### config.mk
export PLATFORM = sky130hd
export DESIGN_NAME = ahb_addr_arbiter
export DESIGN_NICKNAME = d
export VERILOG_FILES = /design/src/rtl/ahb_addr_arbiter.sv
export SDC_FILE = /design/constraint.sdc
export NUM_CORES = 1
export LEC_CHECK = 0
export ABC_AREA = 1
export BUFFER_PORTS_ARGS = -buffer_cell sky130_fd_sc_hd__buf_2
export CORE_AREA = 4 4 102 152
export DETAILED_ROUTE_END_ITERATION = 10
export DIE_AREA = 0 0 106 156
export PLACE_DENSITY_LB_ADDON = 0.05
export SYNTH_ARGS = -nofsm -noshare
export SYNTH_HDL_FRONTEND = slang
export SYNTH_SLANG_ARGS = --single-unit
### constraint.sdc
create_clock -name hclk -period 2.4 [get_ports hclk]
set_clock_uncertainty 0.2 [all_clocks]
set_input_delay 0.48 -clock hclk [delete_from_list [all_inputs] [get_ports hclk]]
set_output_delay 0.48 -clock hclk [all_outputs]
set_load 0.01 [all_outputs]
### src/rtl/ahb_addr_arbiter.sv
// rtl/ahb_addr_arbiter.sv - round-robin AHB address-phase arbiter and incrementing burst sequencer
// Optional ADDR_HOLD_CHECK_EN compiles in bus-protocol assertions.
module ahb_addr_arbiter #(
    parameter int NUM_M  = 4,
    parameter int ADDR_W = 32,
    parameter int LEN_W  = 4
) (
    input  logic                     hclk,
    input  logic                     hresetn,
    input  logic [NUM_M-1:0]         req,
    input  logic [NUM_M*ADDR_W-1:0]  m_addr,
    input  logic [NUM_M*LEN_W-1:0]   m_len,
    input  logic                     hready,
    output logic [NUM_M-1:0]         grant,
    output logic [ADDR_W-1:0]        haddr,
    output logic [1:0]               htrans,
    output logic                     busy,
    output logic                     done
);

    localparam int RR_W = (NUM_M > 1) ? $clog2(NUM_M) : 1;
    localparam logic [1:0] HT_IDLE   = 2'b00;
    localparam logic [1:0] HT_NONSEQ = 2'b10;
    localparam logic [1:0] HT_SEQ    = 2'b11;

    typedef enum logic {ST_IDLE, ST_XFER} state_e;

    state_e              state_q, state_d;
    logic [NUM_M-1:0]    grant_q, grant_d;
    logic [ADDR_W-1:0]   haddr_q, haddr_d;
    logic [1:0]          htrans_q, htrans_d;
    logic [LEN_W-1:0]    rem_q, rem_d;
    logic [RR_W-1:0]     rr_q, rr_d;
    logic                done_q, done_d;

    logic [ADDR_W-1:0]   addr_arr [NUM_M];
    logic [LEN_W-1:0]    len_arr  [NUM_M];
    logic                win_found;
    logic [RR_W-1:0]     win_idx;
    logic [RR_W-1:0]     cand;

    always_comb begin
        for (int i = 0; i < NUM_M; i++) begin
            addr_arr[i] = m_addr[i*ADDR_W +: ADDR_W];
            len_arr[i]  = m_len[i*LEN_W +: LEN_W];
        end
    end

    // First set request at or above rr_q, wrapping back to index 0.
    always_comb begin
        win_found = 1'b0;
        win_idx   = '0;
        cand      = '0;
        for (int k = 0; k < NUM_M; k++) begin
            if (int'(rr_q) + k >= NUM_M)
                cand = RR_W'(int'(rr_q) + k - NUM_M);
            else
                cand = RR_W'(int'(rr_q) + k);
            if (!win_found && req[cand]) begin
                win_found = 1'b1;
                win_idx   = cand;
            end
        end
    end

    always_comb begin
        state_d  = state_q;
        grant_d  = grant_q;
        haddr_d  = haddr_q;
        htrans_d = htrans_q;
        rem_d    = rem_q;
        rr_d     = rr_q;
        done_d   = 1'b0;
        case (state_q)
            ST_IDLE: begin
                if (win_found) begin
                    grant_d          = '0;
                    grant_d[win_idx] = 1'b1;
                    haddr_d          = addr_arr[win_idx] & ~ADDR_W'(3);
                    htrans_d         = HT_NONSEQ;
                    rem_d            = len_arr[win_idx];
                    rr_d             = (win_idx == RR_W'(NUM_M - 1)) ? '0 : win_idx + RR_W'(1);
                    state_d          = ST_XFER;
                end
            end
            ST_XFER: begin
                if (hready) begin
                    if (rem_q != '0) begin
                        haddr_d  = haddr_q + ADDR_W'(4);
                        htrans_d = HT_SEQ;
                        rem_d    = rem_q - LEN_W'(1);
                    end else begin
                        grant_d  = '0;
                        htrans_d = HT_IDLE;
                        done_d   = 1'b1;
                        state_d  = ST_IDLE;
                    end
                end
            end
            default: state_d = ST_IDLE;
        endcase
    end

    always_ff @(posedge hclk) begin
        if (!hresetn) begin
            state_q  <= ST_IDLE;
            grant_q  <= '0;
            haddr_q  <= '0;
            htrans_q <= HT_IDLE;
            rem_q    <= '0;
            rr_q     <= '0;
            done_q   <= 1'b0;
        end else begin
            state_q  <= state_d;
            grant_q  <= grant_d;
            haddr_q  <= haddr_d;
            htrans_q <= htrans_d;
            rem_q    <= rem_d;
            rr_q     <= rr_d;
            done_q   <= done_d;
        end
    end

    assign grant  = grant_q;
    assign haddr  = haddr_q;
    assign htrans = htrans_q;
    assign done   = done_q;
    assign busy   = (state_q == ST_XFER) && !hready;

`ifdef ADDR_HOLD_CHECK_EN
    a_addr_hold: assert property (@(posedge hclk) disable iff (!hresetn)
        busy |=> $stable(haddr))
        else $error("address changed during stall, haddr=%h", haddr);

    a_grant_onehot0: assert property (@(posedge hclk) disable iff (!hresetn)
        $onehot0(grant))
        else $error("grant not onehot0, haddr=%h", haddr);

    a_nonseq_start: assert property (@(posedge hclk) disable iff (!hresetn)
        htrans == HT_NONSEQ |-> $rose(|grant) || $past(done))
        else $error("NONSEQ without new grant, haddr=%h", haddr);
`endif

endmodule

==> results of run 1 <==
[area by class of cell]
type	count	area (um2)
Clock buffer	6	139
Clock inverter	2	38.8
Fill cell	1670	7990
Inverter	86	348
Multi-Input combinational cell	611	2950
Sequential cell	44	886
Tap cell	192	240
Timing Repair Buffer	239	1470
[final timing paths]
path | startpoint | endpoint | slack [ns] | depth (start not counted)
min reg2reg | grant[2]$_SDFFE_PN0P_ | grant[2]$_SDFFE_PN0P_ | 0.27 | 2
max | rr_q[0]$_SDFFE_PN0P_ | haddr[30]$_SDFFE_PN0P_ | 0.12 | 15
max reg2reg | rr_q[0]$_SDFFE_PN0P_ | haddr[30]$_SDFFE_PN0P_ | 0.12 | 15
min | grant[2]$_SDFFE_PN0P_ | grant[2]$_SDFFE_PN0P_ | 0.27 | 2
[per-layer routing]
metal  vias to the layer above  GRT usage  wire, um
met5                         -          0         0
met4                         0     0.0432       208
met3                        11     0.0480      1430
met2                       167      0.369      8850
met1                      2473      0.268      7520
li1                       2923          -         -
[critical path, stage by stage, from the launching register on]
cell     delay, ns
dfxtp_4       0.36
buf_4         0.14
nand2_1       0.06
nand2_2       0.07
nand2_1       0.08
nand2_2       0.06
nor2_4        0.16
nand3_4       0.09
nand2_4       0.13
nand2_8       0.10
buf_12        0.18
buf_4         0.15
nand2_1       0.05
nand3_1       0.07
nand3_1       0.16
a21oi_1       0.08
[through the flow]
stage,std cells,util
final,1180,0.432
after global routing,1180,0.432
after CTS,1178,0.421
after detailed placement,1170,0.408
after global placement,1170,0.408
after floorplan,783,-
[synthesized netlist by cell type, drive strengths merged]
master,count,area (um2)
o21ai,43,215
or2,4,25.0
nand2,290,1120
buf,30,193
xor2,9,78.8
nand4,12,75.1
clkinv,1,8.76
clkbuf,12,45.0
nor3,14,70.1
conb,1,3.75
nand3b,18,135
xnor2,5,43.8
nor4,2,12.5
dfxtp,44,881
ha,7,87.6
inv,85,322
a31oi,3,18.8
nor2,38,150
nand3,111,566
a21oi,53,265
[power by group]
| part | internal [mW] | leakage [nW] | switching, mW |
|---|---|---|---|
| Combinational | 2.84 | 2.79 | 4.37 |
| Clock | 0.523 | 0.0871 | 0.324 |
| Sequential | 1.02 | 0.366 | 0.262 |
| Total | 4.38 | 3.24 | 4.95 |
[state kept, by name, summed over array words and instances (netlist names)]
signal	flops
rr_q	2
done	1
haddr	30
rem_q	4
state_q	1
htrans	2
grant	4
[timing repair]
action / CTS / global route
hold buffers: 0 / 0
gates resized for setup: 1 / 31
cloned: 0 / 1
pin swaps: 0 / 5
setup endpoints to repair: 4 / 39
setup buffers: 0 / 1
[logic make-up after synthesis]
| kind of cell | synth area share |
|---|---|
| compound gates | 0.116 |
| other cells | 0.000870 |
| fa+ha+maj | 0.0203 |
| xor+xnor | 0.0284 |
| simple gates | 0.499 |
| flops | 0.204 |
| buf+inv | 0.132 |
==> run metrics, run 1 <==
hold slack=0.271 ns; worst-skew pair later-pin latency=0.30 ns; Final Power=9.33 mW; commonest non-fill, non-tap cells in the layout=nand2_1 (280), buf_2 (180), nand3_1 (102); Post-DP Area=0.00573 mm2; initial antenna violation count=0; Final Cycle Share=0.948; Initial Util=0.307; synthesized flop and latch total=44; final setup margin=approximately 0.12 ns; gpl congestion=0.859; pin count of the biggest net entering global routing=35; sequential fraction of the synthesis area=0.204; layout cells sized above 1=0.286; setup slack after placement=-0.110 ns; WL/cell=15.3 um; Rows=between 50 and 60; H-Tree Depth=2; ANT cells=0; # setup viols final=0; register clock-pin slew on the reported worst setup and hold paths=0.07 ns; CTS tree=yes; CP Max Fanout=34; post-DR vias/cell=around 4.7; routed wire length=18,000 um; via count=~5,600; PortBufs=180; fmax=440 MHz; DRT iter0 DRCs=283; Max-Cap Viols=0; buffer depth of the longest clock path=2; CTS Buf Count=5; worst slew pin tran=0.536 ns; commonest non-fill, non-tap cell in the layout=nand2_1; clk sinks=44; Slew Viols, Final=0; Netlist cell types=30; total grt overflow=0; Area growth syn-to-layout=40.7%; Max transition margin=0.639; power density cells=~1500 mW/mm2; first-pass GRT wire length=28,000 um; io pins=191; Netlist Area Pre-Place=0.00431 mm2; final antenna-violating net count=0; WS Path Type=reg2reg; die width=106 um; VDD IR max=0.594 mV; hpwl dp=14,500 um; Root Driver=clkbuf_16; Core ar.=0.0141 mm2; RSZ-0062 raised after global routing=yes; Critical Path Sink Type=flip-flop; status=finished clean; vias in the first global route=~5,400; Syn. warnings=0; final worst path period need=2.28 ns; Startpoint Class=flip-flop; final instance area=0.00607 mm2; height of the chip=around 160 um; leak pwr=3.24 nW; Syn Inst Count=around 800; Final Hold Vio Count=0; Syn Area/Cell=5.51 um2; Setup TNS=0 ns; gr usage total=0.212; Nets=1,145; First-pass DRT Iterations=4; WP data required=2.38 ns; Worst Path Arrival=2.26 ns; HP Class=reg2reg; Die Footprint=~0.017 mm2; DRC=0
Power figures use the tool's default switching activity.
==> inputs of run 2 (changes only) <==
Settings changed: CORE_AREA 4 4 102 152 to 4 4 86 129, DIE_AREA 0 0 106 156 to 0 0 90 133.
==> run 2 against run 1 <==
Die area decreased by 28%. Setup slack got worse by 0.027 ns. Combinational power decreased by 3.7%.
==> run metrics, run 2 (synthesized netlist as in run 1, its figures left out) <==
VDD IR max=0.925 mV (was 0.594 mV); RR Endpoint=haddr[14]$_SDFFE_PN0P_ (was haddr[30]$_SDFFE_PN0P_); depth of the most critical reg-to-reg path=15 (unchanged); CP Max Fanout=11 (was 34); status=finished clean (unchanged); Critical Path Sink Type=flip-flop (unchanged); leak pwr=3.15 nW (was 3.24 nW); Area growth syn-to-layout=35.5% (was 40.7%); Die Footprint=0.0120 mm2 (was 0.0165 mm2); CTS Buf Count=5 (unchanged); final worst path period need=2.30 ns (was 2.28 ns); R2R setup slack=0.1 ns (was 0.12 ns); First-pass DRT Iterations=5 (was 4); non-filler cells, final=1,086 (was 1,180); fmax=434 MHz (was 440 MHz); most used cell, CP=nand2_2 (was nand2_1); register clock-pin slew on the reported worst setup and hold paths=0.06 ns (was 0.07 ns); critical path cell sequence=buf_4 -> nand2_2 -> nand2_2 -> nand2_2 -> nand2_2 -> nor2_4 -> nand3_2 -> nand2_4 -> nand2_8 -> clkinv_8 -> buf_12 -> nand2_1 -> nand3_1 -> nand3_1 -> a21oi_2 (was buf_4 -> nand2_1 -> nand2_2 -> nand2_1 -> nand2_2 -> nor2_4 -> nand3_4 -> nand2_4 -> nand2_8 -> buf_12 -> buf_4 -> nand2_1 -> nand3_1 -> nand3_1 -> a21oi_1); Worst path max stage delay=0.37 ns (was 0.36 ns); hpwl dp=12,700 um (was 14,500 um); Startpoint Class=flip-flop (unchanged); ANT cells=0 (unchanged); hold path start=grant[1]$_SDFFE_PN0P_ (was grant[2]$_SDFFE_PN0P_); setup slack after placement=-0.0457 ns (was -0.110 ns); Crit. Startpoint=rr_q[0]$_SDFFE_PN0P_ (unchanged); initial antenna violation count=0 (unchanged); DP Cell Count=1,071 (was 1,170); Root Driver=clkbuf_16 (unchanged); DRT iter0 DRCs=338 (was 283); HP Class=reg2reg (unchanged); Rows=45 (was 53); vias in the first global route=5,305 (was 5,430); Final Hold Vio Count=0 (unchanged); DRC=0 (unchanged); buffer depth of the longest clock path=2 (unchanged); WS Path Type=reg2reg (unchanged); WP data required=2.44 ns (was 2.38 ns); gpl congestion=0.951 (was 0.859); CTS tree=yes (unchanged); final antenna-violating net count=0 (unchanged); RSZ-0062 raised after global routing=yes (unchanged); io pins=191 (unchanged); clk sinks=44 (unchanged); max reg flops=30 (unchanged); worst-skew pair later-pin latency=0.30 ns (about the same); pin count of the biggest net entering global routing=50 (was 35); Max-Cap Viols=0 (unchanged); first-pass GRT wire length=25,600 um (was 28,000 um); Nets=1,127 (was 1,145); PortBufs=180 (unchanged); Worst Path Arrival=2.34 ns (was 2.26 ns); commonest non-fill, non-tap cell in the layout=nand2_1 (unchanged); RR Startpoint=rr_q[0]$_SDFFE_PN0P_ (unchanged); Final Cycle Share=0.959 (was 0.948); # setup viols final=0 (unchanged); Core ar.=0.00997 mm2 (was 0.0141 mm2); H-Tree Depth=2 (unchanged); Post-DP Area=0.00546 mm2 (was 0.00573 mm2); slowest stage cell, crit path=dfxtp_4 (unchanged); power density cells=1540 mW/mm2 (about the same); FILL cells=1,049 (was 1,670); final setup margin=0.0980 ns (was 0.125 ns); total grt overflow=0 (unchanged); height of the chip=133 um (was 156 um); post-DR vias/cell=5.24 (was 4.72); via count=5,692 (was 5,574); Slew Viols, Final=0 (unchanged); gr usage total=0.261 (was 0.212); Initial Util=0.433 (was 0.307); hold slack=0.276 ns (was 0.271 ns); commonest non-fill, non-tap cells in the layout=nand2_1 (278), buf_2 (180), nand3_1 (100) (was nand2_1 (280), buf_2 (180), nand3_1 (102)); final instance area=0.00584 mm2 (was 0.00607 mm2); routed wire length=16,500 um (was 18,000 um); WL/cell=15.2 um (was 15.3 um); layout cells sized above 1=0.282 (was 0.286); die width=90 um (was 106 um); crit path capture=haddr[14]$_SDFFE_PN0P_ (was haddr[30]$_SDFFE_PN0P_)
run 2: per-stage QoR:
step            util  setup TNS [ns]  total power, mW
4_1_cts        0.564               0             8.29
6_report       0.586               0             8.97
5_1_grt        0.586          -0.211             9.82
3_3_place_gp   0.548               0             7.42
3_5_place_dp   0.548          -0.141             7.51
2_1_floorplan      -               0             5.49
run 2: per-layer routing:
| metal | track usage | share of wire | up-vias |
|---|---|---|---|
| met3 | 0.0432 | 0.068 | 35 |
| li1 | - | - | 2881 |
| met5 | 0 | 0 | - |
| met1 | 0.317 | 0.41 | 2545 |
| met4 | 0.102 | 0.031 | 0 |
| met2 | 0.457 | 0.49 | 231 |
run 2: layout make-up:
type	instances	area, um2	share of cell area
inverter	86	340	0.0582
tap	117	146	0.0250
timing repair buffer	221	1340	0.229
clock buffer	7	153	0.0261
multi-input combinational	611	2980	0.510
sequential	44	886	0.152
run 2: where the power goes:
group,internal (mW),switching (mW),leakage (nW),total [mW]
Combinational,2.67,4.26,2.71,6.93
Clock,0.438,0.307,0.0760,0.745
Sequential,1.02,0.282,0.366,1.30
run 2: worst min-delay path by stage:
stage          cells after the start  slack, ns                     to
3_3_place_gp                       2       0.26  grant[3]$_SDFFE_PN0P_
6_report                           2       0.28  grant[1]$_SDFFE_PN0P_
2_1_floorplan                      2       0.28  grant[3]$_SDFFE_PN0P_
5_1_grt                            2       0.30  grant[1]$_SDFFE_PN0P_
3_5_place_dp                       2       0.27  grant[3]$_SDFFE_PN0P_
4_1_cts                            2       0.28  grant[3]$_SDFFE_PN0P_
run 2: timing repair:
item,CTS,global route
pin swaps,0,13
hold buffers,0,0
gates resized for setup,2,35
setup endpoints to repair,2,28
gates cloned,0,2
setup buffers,0,6
run 2: critical path, delay by kind of cell, from the launching register on:
kind	cells	cell delay, ns
compound gates	1	0.14
buf+inv	3	0.35
flops	1	0.37
simple gates	11	1.16
==> inputs of run 3 (changes only) <==
Settings changed: PLACE_DENSITY_LB_ADDON 0.05 to 0.15.
==> run 3 against run 2 <==
Via count shrank 2.1%. Critical path type unchanged. Hold slack lost 0.0095 ns. Critical path depth shrank 2. Sequential cell count is the same. Sequential share of layout area grew 0.068 points. Non-clock buffer count is the same. Setup slack gained 0.045 ns. Count of clock-buffer cells in the layout shrank 1. Cell area shrank 0.45%. Clock power grew 6.3%.
==> run metrics, run 3 (synthesized netlist as in run 1, its figures left out) <==
status=finished clean (unchanged); First-pass DRT Iterations=5 (unchanged); final antenna-violating net count=0 (unchanged); Initial Util=0.433 (unchanged); FILL cells=1,044 (was 1,049); register clock-pin slew on the reported worst setup and hold paths=0.06 ns (about the same); clk sinks=44 (unchanged); first-pass GRT wire length=24,200 um (was 25,600 um); total grt overflow=0 (unchanged); final core utilization=0.584 (was 0.586); final worst path period need=2.26 ns (was 2.30 ns); RR Startpoint=rr_q[0]$_SDFFE_PN0P_ (unchanged); DRT iter0 DRCs=268 (was 338); height of the chip=133 um (unchanged); switching pwr=4.79 mW (was 4.85 mW); max reg flops=30 (unchanged); Worst Path Arrival=2.29 ns (was 2.34 ns); Final Hold Vio Count=0 (unchanged); WP data required=2.43 ns (was 2.44 ns); CTS tree=yes (unchanged); Post-CTS Hold Fix Bufs=0 (unchanged); RR Endpoint=haddr[19]$_SDFFE_PN0P_ (was haddr[14]$_SDFFE_PN0P_); commonest non-fill, non-tap cell in the layout=nand2_1 (unchanged); CTS Buf Count=5 (unchanged); met3 Usage GRT=0.0489 (was 0.0432); Sw Ratio=0.536 (was 0.540); pin count of the biggest net entering global routing=37 (was 50); Reg power frac=0.148 (was 0.145); gpl congestion=0.916 (was 0.951); Slew Viols, Final=0 (unchanged); Critical Path Sink Type=flip-flop (unchanged); # setup viols final=0 (unchanged); hpwl dp=12,200 um (was 12,700 um); leak pwr=3.16 nW (was 3.15 nW); layout cells sized above 1=0.272 (was 0.282); Crit. Startpoint=rr_q[0]$_SDFFE_PN0P_ (unchanged); GRT busiest layer=met2 (unchanged); die width=90 um (unchanged); via count=5,570 (was 5,692); Core ar.=0.00997 mm2 (unchanged); buffer depth of the longest clock path=2 (unchanged); crit path capture=haddr[19]$_SDFFE_PN0P_ (was haddr[14]$_SDFFE_PN0P_); Logic pwr share=0.763 (was 0.772); depth of the most critical reg-to-reg path=13 (was 15); power density cells=1530 mW/mm2 (was 1540 mW/mm2); Setup TNS=0 ns (unchanged); PortBufs=180 (unchanged); fmax=443 MHz (was 434 MHz); worst-skew pair later-pin latency=0.29 ns (was 0.30 ns); routed wire length=15,800 um (was 16,500 um); WL/cell=14.5 um (was 15.2 um); ANT cells=0 (unchanged); DRC=0 (unchanged); vias in the first global route=5,171 (was 5,305); HP Class=reg2reg (unchanged); Final Power=8.93 mW (was 8.97 mW); commonest non-fill, non-tap cells in the layout=nand2_1 (282), buf_2 (180), nand3_1 (102) (was nand2_1 (278), buf_2 (180), nand3_1 (100)); Clock power frac=0.089 (was 0.083); Root Driver=clkbuf_16 (unchanged); Die Footprint=0.0120 mm2 (unchanged); R2R setup slack=0.14 ns (was 0.1 ns); VDD IR max=0.982 mV (was 0.925 mV); met2 Track Usage GR=0.437 (was 0.457); Nets=1,129 (was 1,127); Area growth syn-to-layout=34.9% (was 35.5%); post-DR vias/cell=5.11 (was 5.24); H-Tree Depth=2 (unchanged); gr usage total=0.245 (was 0.261); Final Cycle Share=0.941 (was 0.959); WS Path Type=reg2reg (unchanged); CP Max Fanout=8 (was 11); Rows=45 (unchanged); initial antenna violation count=0 (unchanged); met1 Resource Use GR=0.280 (was 0.317); internal power=4.14 mW (was 4.13 mW); Startpoint Class=flip-flop (unchanged); io pins=191 (unchanged); Max-Cap Viols=0 (unchanged)
## run 3: worst min path at each step
stage                                     start                    end  slack [ns]  cells after the start
final                     grant[0]$_SDFFE_PN0P_  grant[0]$_SDFFE_PN0P_        0.27                      2
after global routing      grant[3]$_SDFFE_PN0P_  grant[3]$_SDFFE_PN0P_        0.30                      2
after CTS                 grant[0]$_SDFFE_PN0P_  grant[0]$_SDFFE_PN0P_        0.26                      2
after detailed placement  grant[0]$_SDFFE_PN0P_  grant[0]$_SDFFE_PN0P_        0.26                      2
after global placement    grant[3]$_SDFFE_PN0P_  grant[3]$_SDFFE_PN0P_        0.25                      2
after floorplan           grant[3]$_SDFFE_PN0P_  grant[3]$_SDFFE_PN0P_        0.28                      2
## run 3: repair_timing
| item | CTS | global route |
|---|---|---|
| endpoints found under the setup margin | 3 | 32 |
| pin swaps | 0 | 1 |
| setup buffers | 0 | 2 |
| cloned | 0 | 4 |
| resized for setup | 1 | 21 |
## run 3: area by class of cell
cell class / instances / area [um2] / share of cell area
Clock buffer: 6 / 129 / 0.0222
Tap cell: 117 / 146 / 0.0252
Sequential cell: 44 / 886 / 0.152
Inverter: 86 / 340 / 0.0585
Clock inverter: 2 / 35.0 / 0.00602
Multi-Input combinational cell: 611 / 2940 / 0.505
Timing Repair Buffer: 221 / 1330 / 0.229
Timing Repair inverter: 2 / 13.8 / 0.00237
## run 3: metal layers
layer	routed length, um	part of all wire
met5	0	0
met4	637	0.040
met3	1190	0.075
met2	7670	0.49
met1	6300	0.40
## run 3: power by group through the flow
| stage | registers, mW | clock network (mW) | logic [mW] |
|---|---|---|---|
| 5_1_grt | 1.37 | 0.822 | 7.58 |
| 2_1_floorplan | 1.39 | 0 | 4.10 |
| 6_report | 1.32 | 0.792 | 6.81 |
| 3_3_place_gp | 1.32 | 0 | 6.21 |
| 4_1_cts | 1.31 | 0.802 | 6.28 |
| 3_5_place_dp | 1.33 | 0 | 6.26 |
## run 3: critical path: stages (launching register included)
cell	delay (ns)
dfxtp_4	0.37
buf_4	0.14
nand2_1	0.05
nand2_1	0.09
nand2_1	0.08
nand2_1	0.07
nor2_4	0.13
nand4_1	0.15
nand2_4	0.18
clkinv_4	0.13
buf_4	0.18
nand3_1	0.09
nand3_1	0.17
a21oi_1	0.17
## run 3: through the flow
step	worst slack (ns)	hold slack, ns	instances	instance area [um2]
floorplan	0.157	0.285	783	4320
global placement	-0.00880	0.247	1075	5490
detailed placement	-0.0319	0.255	1075	5490
CTS	0.0884	0.265	1083	5660
global route	-0.00588	0.304	1089	5820
finish	0.143	0.266	1089	5820
